[src/rtl/vtc_pkg.sv]
// Shared types and vector-word layout for the vector test controller.
// The DUT inputs sit above the expected-output bit in each stored word.
package vtc_pkg;

    typedef enum logic [2:0] {
        IDLE,
        APPLY,
        SETTLE,
        CHECK,
        DONE
    } state_t;

    localparam int EXP_BIT = 0;
    localparam int IN_LSB  = 1;

endpackage

[src/rtl/vtc_vec_mem.sv]
// Vector storage: synchronous write, asynchronous read.
// Contents survive reset so a run can be repeated after an abort.
module vtc_vec_mem #(
    parameter int W     = 4,
    parameter int DEPTH = 8,
    parameter int AW    = $clog2(DEPTH)
) (
    input  logic          clk,
    input  logic          we,
    input  logic [AW-1:0] waddr,
    input  logic [W-1:0]  wdata,
    input  logic [AW-1:0] raddr,
    output logic [W-1:0]  rdata
);

    logic [W-1:0] mem [DEPTH];

    always_ff @(posedge clk) begin
        if (we) begin
            mem[waddr] <= wdata;
        end
    end

    assign rdata = mem[raddr];

endmodule

[src/rtl/vector_test_controller.sv]
// Applies stored vectors to a combinational DUT, waits, and checks its output.
// Each vector costs APPLY + SETTLE_CYC settle cycles + CHECK.
module vector_test_controller
    import vtc_pkg::*;
#(
    parameter int IN_W       = 3,
    parameter int DEPTH      = 8,
    parameter int SETTLE_CYC = 1
) (
    input  logic                       clk,
    input  logic                       reset,
    input  logic                       load_en,
    input  logic [$clog2(DEPTH)-1:0]   load_addr,
    input  logic [IN_W:0]              load_data,
    input  logic [$clog2(DEPTH):0]     num_vec,
    input  logic                       start,
    output logic [IN_W-1:0]            dut_in,
    input  logic                       dut_y,
    output logic                       busy,
    output logic                       done,
    output logic [$clog2(DEPTH):0]     errors,
    output logic                       fail_valid,
    output logic [$clog2(DEPTH)-1:0]   fail_index,
    output logic                       fail_got
);

    localparam int AW = $clog2(DEPTH);
    localparam int CW = AW + 1;
    localparam int SW = (SETTLE_CYC > 1) ? $clog2(SETTLE_CYC) : 1;

    state_t        state;
    state_t        state_nxt;
    logic [AW-1:0] index;
    logic [CW-1:0] count;
    logic [CW-1:0] clamp;
    logic [SW-1:0] settle_cnt;
    logic          expected;
    logic [IN_W:0] word;
    logic          last;

    assign busy  = (state == APPLY) || (state == SETTLE) || (state == CHECK);
    assign done  = (state == DONE);
    assign clamp = (num_vec > CW'(DEPTH)) ? CW'(DEPTH) : num_vec;
    assign last  = ({1'b0, index} == (count - CW'(1)));

    vtc_vec_mem #(
        .W     (IN_W + 1),
        .DEPTH (DEPTH),
        .AW    (AW)
    ) u_mem (
        .clk   (clk),
        .we    (load_en && !busy),
        .waddr (load_addr),
        .wdata (load_data),
        .raddr (index),
        .rdata (word)
    );

    always_ff @(posedge clk) begin
        if (!reset) begin
            state <= IDLE;
        end else begin
            state <= state_nxt;
        end
    end

    always_comb begin
        state_nxt = state;
        unique case (state)
            IDLE: begin
                if (start) begin
                    state_nxt = (clamp == '0) ? DONE : APPLY;
                end
            end
            APPLY:  state_nxt = (SETTLE_CYC == 0) ? CHECK : SETTLE;
            SETTLE: begin
                if (settle_cnt == '0) begin
                    state_nxt = CHECK;
                end
            end
            CHECK:  state_nxt = last ? DONE : APPLY;
            DONE:   state_nxt = IDLE;
            default: state_nxt = IDLE;
        endcase
    end

    always_ff @(posedge clk) begin
        if (!reset) begin
            dut_in     <= '0;
            errors     <= '0;
            fail_valid <= 1'b0;
            fail_index <= '0;
            fail_got   <= 1'b0;
            index      <= '0;
            count      <= '0;
            settle_cnt <= '0;
            expected   <= 1'b0;
        end else begin
            fail_valid <= 1'b0;
            unique case (state)
                IDLE: begin
                    if (start) begin
                        count  <= clamp;
                        errors <= '0;
                        index  <= '0;
                    end
                end
                APPLY: begin
                    dut_in     <= word[IN_W:IN_LSB];
                    expected   <= word[EXP_BIT];
                    settle_cnt <= SW'(SETTLE_CYC - 1);
                end
                SETTLE: begin
                    if (settle_cnt != '0) begin
                        settle_cnt <= settle_cnt - SW'(1);
                    end
                end
                CHECK: begin
                    if (dut_y != expected) begin
                        // saturate rather than wrap
                        if (errors != CW'(DEPTH)) begin
                            errors <= errors + CW'(1);
                        end
                        fail_valid <= 1'b1;
                        fail_index <= index;
                        fail_got   <= dut_y;
                    end
                    if (!last) begin
                        index <= index + AW'(1);
                    end
                end
                default: ;
            endcase
        end
    end

endmodule

[config.mk]
export PLATFORM = sky130hd
export DESIGN_NAME = vector_test_controller
export DESIGN_NICKNAME = d
export VERILOG_FILES = /design/src/rtl/vtc_pkg.sv /design/src/rtl/vtc_vec_mem.sv /design/src/rtl/vector_test_controller.sv
export SDC_FILE = /design/constraint.sdc
export NUM_CORES = 1
export LEC_CHECK = 0
export CAP_MARGIN = 20
export CORE_UTILIZATION = 54
export CTS_CLUSTER_SIZE = 8
export DETAILED_ROUTE_END_ITERATION = 8
export HOLD_SLACK_MARGIN = 0.06
export PLACE_DENSITY = 0.78
export SLEW_MARGIN = 10
export SYNTH_ARGS = -nofsm -noshare
export SYNTH_HDL_FRONTEND = slang
export SYNTH_SLANG_ARGS = --single-unit
[constraint.sdc]
create_clock -name clk -period 2.25 [get_ports clk]
set_input_delay 0.45 -clock clk [delete_from_list [all_inputs] [get_ports clk]]
set_output_delay 0.45 -clock clk [all_outputs]
set_load 0.01 [all_outputs]
==> impl_summary.txt, run 1 <==
----------------------------------------------------
[Run status]
  Outcome ... complete, no violations

[Worst setup path]
  Terminus of the critical flop-to-flop path ... u_mem.mem[2][3]
  Slack of the worst reg-to-reg path ... 390 ps
  Sum of buffers and inverters on the critical path ... 1
  First element of the critical path ... state[0]
  Data required, critical path ... between 1500 and 2000 ps
  WP data arrival ... roughly 1600 ps
  CP max stage cell ... sky130_fd_sc_hd__clkdlybuf4s50_1
  Worst R2R Start ... state[0]
  Cell family with the largest share of critical-path delay ... buffers and inverters
  Critical path fanouts, max ... 10
  Startpoint type of the worst setup path ... flip-flop
  Critical path, cell by cell ... nor2_1, and2_1, clkdlybuf4s50_1
  Type of the worst setup path ... flip-flop to output pin
  Largest stage delay, worst path ... 530 ps
  Nature of the critical path endpoint ... output pin
  Cells on worst reg2reg path ... 4

[Power and ir drop]
  Leakage ... ~1 nW
  Internal power consumption ... ~0.0015 W
  Post-layout total power ... between 0.0015 and 0.002 W
  Pwr Density ... about 670 nW/um^2
  Combinational cell fraction of total power ... 0.117
  Sequential power share ... 0.583
  Switch share ... 0.225
  Clock network fraction of design power ... 0.299
  Peak VDD IR ... 486 uV
  Net switching component of the power ... between 0.0004 and 0.0005 W

[Logic synthesis]
  Nets in the synthesized netlist ... about 210
  Proportion of synthesized flip-flops having asynchronous set or reset ... 0
  Number of enable-type register cells in the synthesized netlist ... 32
  Flip-flop and latch count after synthesis ... 55
  Distinct cells, synth ... 41
  Register area share after synthesis ... 0.589
  Post-synthesis area per instance ... 12.9 sq um
  Number of warnings reported in the yosys synthesis log ... 0
  Top flip-flop cell by instance count after synthesis ... sky130_fd_sc_hd__edfxtp_1
  Post-synthesis instance area ... about 2400 sq um
  Cells after synthesis ... around 190

[Global route]
  Overflow left after global routing ... 0
  Pin count of the biggest net entering global routing ... 18
  Initial antenna violation count ... 0
  Wire length of the first global-routing pass ... between 7 and 8 mm
  Number of global-route vias before repair ... ~1500
  Total global routing track utilization ... 0.221

[Placement]
  # port buffers ... 29
  HPWL Detailed ... around 3.3 mm
  Final RePlAce weighted congestion ... 0.814

[Clock network]
  Clock network latency to the later pin of the worst-skew pair ... 300 ps
  Cts hold-fix bufs ... 0
  Clk sink count ... 55
  CTS HTree Levels ... 2
  Clk buf depth ... 2
  Number of buffers added by the clock tree synthesis step ... 5
  CTS tree ... yes
  CTS root buffer ... sky130_fd_sc_hd__clkbuf_8
  Clock edge transition at the registers on the reported setup and hold paths ... around 90 ps

[Timing]
  Final setup skew ... 9.08 ps
  Setup repair after global routing missed its margin ... no
  Final hold vios ... 0
  Number of setup violations in the final report ... 0
  Worst slew margin relative to its limit ... 0.640
  Time the final worst path needs with I/O delays and setup ... about 2100 ps
  Max Transition Viols Final ... 0
  Accumulated negative setup slack ... 0 ps
  Maximum frequency from static timing analysis ... slightly below 500 MHz
  Crit share post-route ... 0.916
  Transition time of the tightest slew-check pin ... ~540 ps

[Route]
  Total via count after detailed routing ... 1519
  Final routed wirelength across all metal layers ... between 4 and 5 mm
  Number of nets with antenna violations after routing ... 0
  Drc violations ... 0
  Drt pass-1 iters ... 4
  Average wire per standard cell ... 16.3 um
  Iteration-0 DRC count of the detailed router ... 93
  Routed vias/inst ... between 5 and 6

[Hold path]
  Hold Path Origin ... count[1]
  Worst hold stages ... 2
  Hold Path End ... count[1]
  Hold/Removal Path Class ... flip-flop to flip-flop

[Cells and area]
  Leading cell type in the layout, fill and taps excluded ... sky130_fd_sc_hd__edfxtp_1
  NumNets Final ... between 200 and 250
  Highest-count cells in the layout ignoring fill and taps ... sky130_fd_sc_hd__edfxtp_1, sky130_fd_sc_hd__clkdlybuf4s50_1, sky130_fd_sc_hd__dfxtp_1
  Share of final-layout standard cells stronger than drive strength 1 ... 0.122
  Number of filler instances in the final layout ... 302
  Layout Area Growth over Synthesis ... 19.6%
  Antenna diodes ... 0

[Floorplan]
  Floorplan row count ... 23
  Core Footprint ... approximately 4100 sq um
  Number of placed I/O pins ... 30
  DIE HEIGHT ... 68.9 um
  Total die area ... ~4700 sq um
  Initial standard-cell utilization of the core ... 0.582
  Die Wd ... about 69 um

[Job]
  Max-Cap Viols ... 0

----------------------------------------------------
synthesized netlist by cell type, types with 4 or more instances:
cell	count	share of area
sky130_fd_sc_hd__a21boi_0	6	0.019
sky130_fd_sc_hd__a21oi_1	4	0.0083
sky130_fd_sc_hd__clkbuf_1	4	0.0062
sky130_fd_sc_hd__dfxtp_1	23	0.19
sky130_fd_sc_hd__edfxtp_1	32	0.40
sky130_fd_sc_hd__ha_1	4	0.021
sky130_fd_sc_hd__inv_1	5	0.0078
sky130_fd_sc_hd__mux2i_1	9	0.037
sky130_fd_sc_hd__mux4_2	8	0.075
sky130_fd_sc_hd__nand2_1	19	0.030
sky130_fd_sc_hd__nand2b_1	4	0.010
sky130_fd_sc_hd__nand3b_1	6	0.019
sky130_fd_sc_hd__nor2_1	13	0.020
sky130_fd_sc_hd__nor3_1	5	0.010
sky130_fd_sc_hd__o211a_1	4	0.017
sky130_fd_sc_hd__xnor2_1	4	0.015
cell type report:
type	instances	area, sq um	share of cell area
timing repair buffer	35	348	0.121
inverter	5	18.8	0.00650
clock inverter	1	3.75	0.00130
tap	50	62.6	0.0217
sequential	55	1420	0.493
multi-input combinational	119	932	0.323
clock buffer	7	97.6	0.0338
tightest hold or removal path, cell delays in order (launching register included):
cell	delay, ps
sky130_fd_sc_hd__dfxtp_1	340
sky130_fd_sc_hd__nand2_1	50
sky130_fd_sc_hd__a21boi_0	60
sequential cells by signal, summed over array words and instances (netlist names):
register,cells
count,4
dut_in,3
errors,4
expected,1
fail_got,1
fail_index,3
fail_valid,1
index,3
state,3
u_mem.mem,32
worst max path at each step:
stage	end	slack (ps)	cells after the start
6_report	done	190	3
5_1_grt	done	80	3
4_1_cts	busy	100	3
3_5_place_dp	u_mem.mem[2][2]	160	3
3_3_place_gp	u_mem.mem[4][3]	220	3
2_1_floorplan	u_mem.mem[0][0]	340	5
stage by stage:
| step | setup slack, ps | area [sq um] | util | hold slack (ps) | instances |
|---|---|---|---|---|---|
| 2_1_floorplan | 335 | 2410 | - | 449 | 187 |
| 3_3_place_gp | 221 | 2780 | 0.671 | 472 | 264 |
| 3_5_place_dp | 164 | 2780 | 0.671 | 482 | 264 |
| 4_1_cts | 101 | 2880 | 0.696 | 495 | 272 |
| 5_1_grt | 75.3 | 2890 | 0.697 | 518 | 272 |
| 6_report | 188 | 2890 | 0.697 | 498 | 272 |
layer usage:
layer	track usage	vias up	part of all wire
met2	0.408	33	0.52
li1	-	754	-
met1	0.243	727	0.43
met4	0.0791	0	0.0097
met5	0	-	0
met3	0.0543	5	0.039
cell families (layout without fill, tap and decap cells):
| logic type | after synthesis | count (layout) | share of synthesized area |
|---|---|---|---|
| multiplexers | 17 | 17 | 0.112 |
| adder cells (fa/ha/maj) | 4 | 4 | 0.0207 |
| buffers and inverters | 13 | 48 | 0.0249 |
| AND/OR/NAND/NOR | 68 | 68 | 0.151 |
| XOR/XNOR | 7 | 7 | 0.0316 |
| flip-flops | 55 | 55 | 0.589 |
| AO/OA/AOI/OAI | 23 | 23 | 0.0710 |
power groups by stage:
| stage | sequential (W) | combinational [W] | clock, W |
|---|---|---|---|
| finish | 0.00113 | 0.000227 | 0.000580 |
| global route | 0.00113 | 0.000249 | 0.000636 |
| global placement | 0.00115 | 0.000217 | 0 |
| floorplan | 0.00114 | 0.000132 | 0 |
| CTS | 0.00113 | 0.000228 | 0.000594 |
| detailed placement | 0.00115 | 0.000226 | 0 |
what timing repair did:
action | in CTS | in global routing
setup buffers | 0 | 0
setup endpoints to repair | 0 | 2
resized for setup | 0 | 2
No activity file was read; power rests on OpenSTA's default activity.
==> inputs of run 2 (changes only) <==
- MAX_ROUTING_LAYER: not set -> met4
==> run 2 against run 1 <==
Against the previous run: first-iteration DRC count decreased by 3.2%; setup slack improved by 0.67 ps; critical endpoint unchanged; critical path type unchanged; utilization unchanged; highest routed layer unchanged.
==> impl_summary.txt, run 2 (synthesis results as in run 1) <==
----------------------------------------------------
[Clock network]
  CTS tree ... yes (unchanged)
  Clock network latency to the later pin of the worst-skew pair ... 300 ps (about the same)
  Number of buffers added by the clock tree synthesis step ... 5 (unchanged)
  Clock edge transition at the registers on the reported setup and hold paths ... 90 ps (about the same)
  CTS root buffer ... sky130_fd_sc_hd__clkbuf_8 (unchanged)
  CTS HTree Levels ... 2 (unchanged)
  Clk buf depth ... 2 (unchanged)
  Clk sink count ... 55 (unchanged)

[Worst setup path]
  WP data arrival ... 1610 ps (about the same)
  Data required, critical path ... 1800 ps (about the same)
  Cell family with the largest share of critical-path delay ... buffers and inverters (unchanged)
  Startpoint type of the worst setup path ... flip-flop (unchanged)
  Critical path fanouts, max ... 10 (unchanged)
  CP max stage cell ... sky130_fd_sc_hd__clkdlybuf4s50_1 (unchanged)
  Nature of the critical path endpoint ... output pin (unchanged)
  Critical path, cell by cell ... nor2_1, and2_1, clkdlybuf4s50_1 (unchanged)
  First element of the critical path ... state[0] (unchanged)
  Sum of buffers and inverters on the critical path ... 1 (unchanged)
  Worst R2R Start ... state[0] (unchanged)
  Type of the worst setup path ... flip-flop to output pin (unchanged)
  Largest stage delay, worst path ... 530 ps (about the same)

[Global route]
  Global route hottest layer ... met2 (unchanged)
  Number of global-route vias before repair ... 1538 (was 1548)
  Global-route met2 utilization ... 0.408 (unchanged)
  Pin count of the biggest net entering global routing ... 18 (unchanged)
  Wire length of the first global-routing pass ... 7.20 mm (unchanged)
  Met1 usage ... 0.243 (unchanged)
  Initial antenna violation count ... 0 (unchanged)
  Met3 Use GR ... 0.0543 (unchanged)
  Overflow left after global routing ... 0 (unchanged)
  Total global routing track utilization ... 0.227 (was 0.221)

[Floorplan]
  DIE HEIGHT ... 68.9 um (unchanged)
  Core Footprint ... 4140 sq um (unchanged)
  Number of placed I/O pins ... 30 (unchanged)
  Total die area ... 4740 sq um (unchanged)
  Initial standard-cell utilization of the core ... 0.582 (unchanged)
  Die Wd ... 68.9 um (unchanged)
  Floorplan row count ... 23 (unchanged)

[Timing]
  Max Transition Viols Final ... 0 (unchanged)
  Number of setup violations in the final report ... 0 (unchanged)
  Worst slew margin relative to its limit ... 0.646 (was 0.640)
  Maximum frequency from static timing analysis ... 485 MHz (about the same)
  Final setup skew ... 8.71 ps (was 9.08 ps)
  Final hold vios ... 0 (unchanged)
  Time the final worst path needs with I/O delays and setup ... 2060 ps (about the same)
  Crit share post-route ... 0.916 (about the same)
  Setup repair after global routing missed its margin ... no (unchanged)
  Transition time of the tightest slew-check pin ... 530 ps (was 539 ps)
  Post-route worst hold slack ... 498 ps (about the same)
  Accumulated negative setup slack ... 0 ps (unchanged)

[Route]
  Total via count after detailed routing ... 1525 (was 1519)
  Final routed wirelength across all metal layers ... 4.43 mm (was 4.44 mm)
  Iteration-0 DRC count of the detailed router ... 90 (was 93)
  Routed vias/inst ... 5.61 (was 5.58)
  Drc violations ... 0 (unchanged)
  Number of nets with antenna violations after routing ... 0 (unchanged)
  Average wire per standard cell ... 16.3 um (about the same)
  Drt pass-1 iters ... 4 (unchanged)

[Cells and area]
  Number of filler instances in the final layout ... 302 (unchanged)
  NumNets Final ... 241 (unchanged)
  Share of final-layout standard cells stronger than drive strength 1 ... 0.122 (unchanged)
  Layout Area Growth over Synthesis ... 19.6% (unchanged)
  Highest-count cells in the layout ignoring fill and taps ... sky130_fd_sc_hd__edfxtp_1, sky130_fd_sc_hd__clkdlybuf4s50_1, sky130_fd_sc_hd__dfxtp_1 (unchanged)
  Non-Filler Instances ... 272 (unchanged)
  Antenna diodes ... 0 (unchanged)
  Post-layout utilization of the core ... 0.697 (unchanged)
  Leading cell type in the layout, fill and taps excluded ... sky130_fd_sc_hd__edfxtp_1 (unchanged)
  Flip-flop count of the largest register after layout ... 32 (unchanged)
  Largest Register ... u_mem.mem (unchanged)
  Largest registers ... u_mem.mem x32, count x4, errors x4 (unchanged)

[Job]
  Max-Cap Viols ... 0 (unchanged)

[Power and ir drop]
  Leakage ... 0.995 nW (unchanged)
  Internal power consumption ... 0.00150 W (unchanged)
  Clock network fraction of design power ... 0.300 (was 0.299)
  Net switching component of the power ... 0.000435 W (about the same)
  Peak VDD IR ... 487 uV (was 486 uV)
  Combinational cell fraction of total power ... 0.117 (about the same)
  Switch share ... 0.225 (about the same)
  Pwr Density ... 671 nW/um^2 (about the same)
  Sequential power share ... 0.583 (about the same)

[Placement]
  Final RePlAce weighted congestion ... 0.826 (was 0.814)
  Cell count after placement ... 264 (unchanged)
  HPWL Detailed ... 3.30 mm (unchanged)
  # port buffers ... 29 (unchanged)

[Run status]
  Outcome ... complete, no violations (unchanged)

[Hold path]
  Hold/Removal Path Class ... flip-flop to flip-flop (unchanged)
  Hold Path Origin ... count[1] (unchanged)

----------------------------------------------------
run 2: cell counts in the layout (fill, tap and decap cells not counted):
Identical to the previous run, type by type.
run 2: tightest hold or removal path, stage by stage, from the launching register on:
cell and delay [ps]:
sky130_fd_sc_hd__dfxtp_1 340, sky130_fd_sc_hd__nand2_1 50, sky130_fd_sc_hd__a21boi_0 60
run 2: path summary, 6_finish.rpt:
path	cells past startpoint	endpoint	slack, ps
setup / recovery	3	done	190
hold / removal	2	count[1]	500
setup reg to reg	4	u_mem.mem[2][3]	390
hold reg to reg	2	count[1]	500
run 2: power groups by stage:
stage | Sequential [W] | Clock, W | Combinational, W
5_1_grt | 0.00113 | 0.000636 | 0.000249
6_report | 0.00113 | 0.000580 | 0.000227
3_5_place_dp | 0.00115 | 0 | 0.000226
4_1_cts | 0.00113 | 0.000594 | 0.000228
2_1_floorplan | 0.00114 | 0 | 0.000132
3_3_place_gp | 0.00115 | 0 | 0.000217
run 2: cell type report:
class,instances,area (sq um),share of cell area
Tap cell,50,62.6,0.0217
Clock inverter,1,3.75,0.00130
Multi-Input combinational cell,119,932,0.323
Sequential cell,55,1420,0.493
Clock buffer,7,97.6,0.0338
Timing Repair Buffer,35,348,0.121
Inverter,5,18.8,0.00650
run 2: per-stage QoR:
step	instance area (sq um)	total power, W	worst slack, ps
2_1_floorplan	2410	0.00127	335
3_3_place_gp	2780	0.00136	221
3_5_place_dp	2780	0.00138	164
4_1_cts	2880	0.00195	101
5_1_grt	2890	0.00202	75.3
6_report	2890	0.00194	189
run 2: layer usage:
| layer | up-vias | routed length, um |
|---|---|---|
| li1 | 754 | - |
| met3 | 5 | 141 |
| met2 | 28 | 2320 |
| met4 | 0 | 43 |
| met1 | 738 | 1920 |
| met5 | - | 0 |
run 2: what timing repair did:
| item | 4_1_cts | 5_1_grt |
|---|---|---|
| hold buffers | 0 | 0 |
| setup buffers | 0 | 0 |
| setup endpoints to repair | 0 | 2 |
| resized for setup | 0 | 2 |
==> inputs of run 3 (changes only) <==
- MAX_ROUTING_LAYER: met4 -> not set
==> results of run 3 <==
Final layout, timing and power as in run 1 (identical DEF).
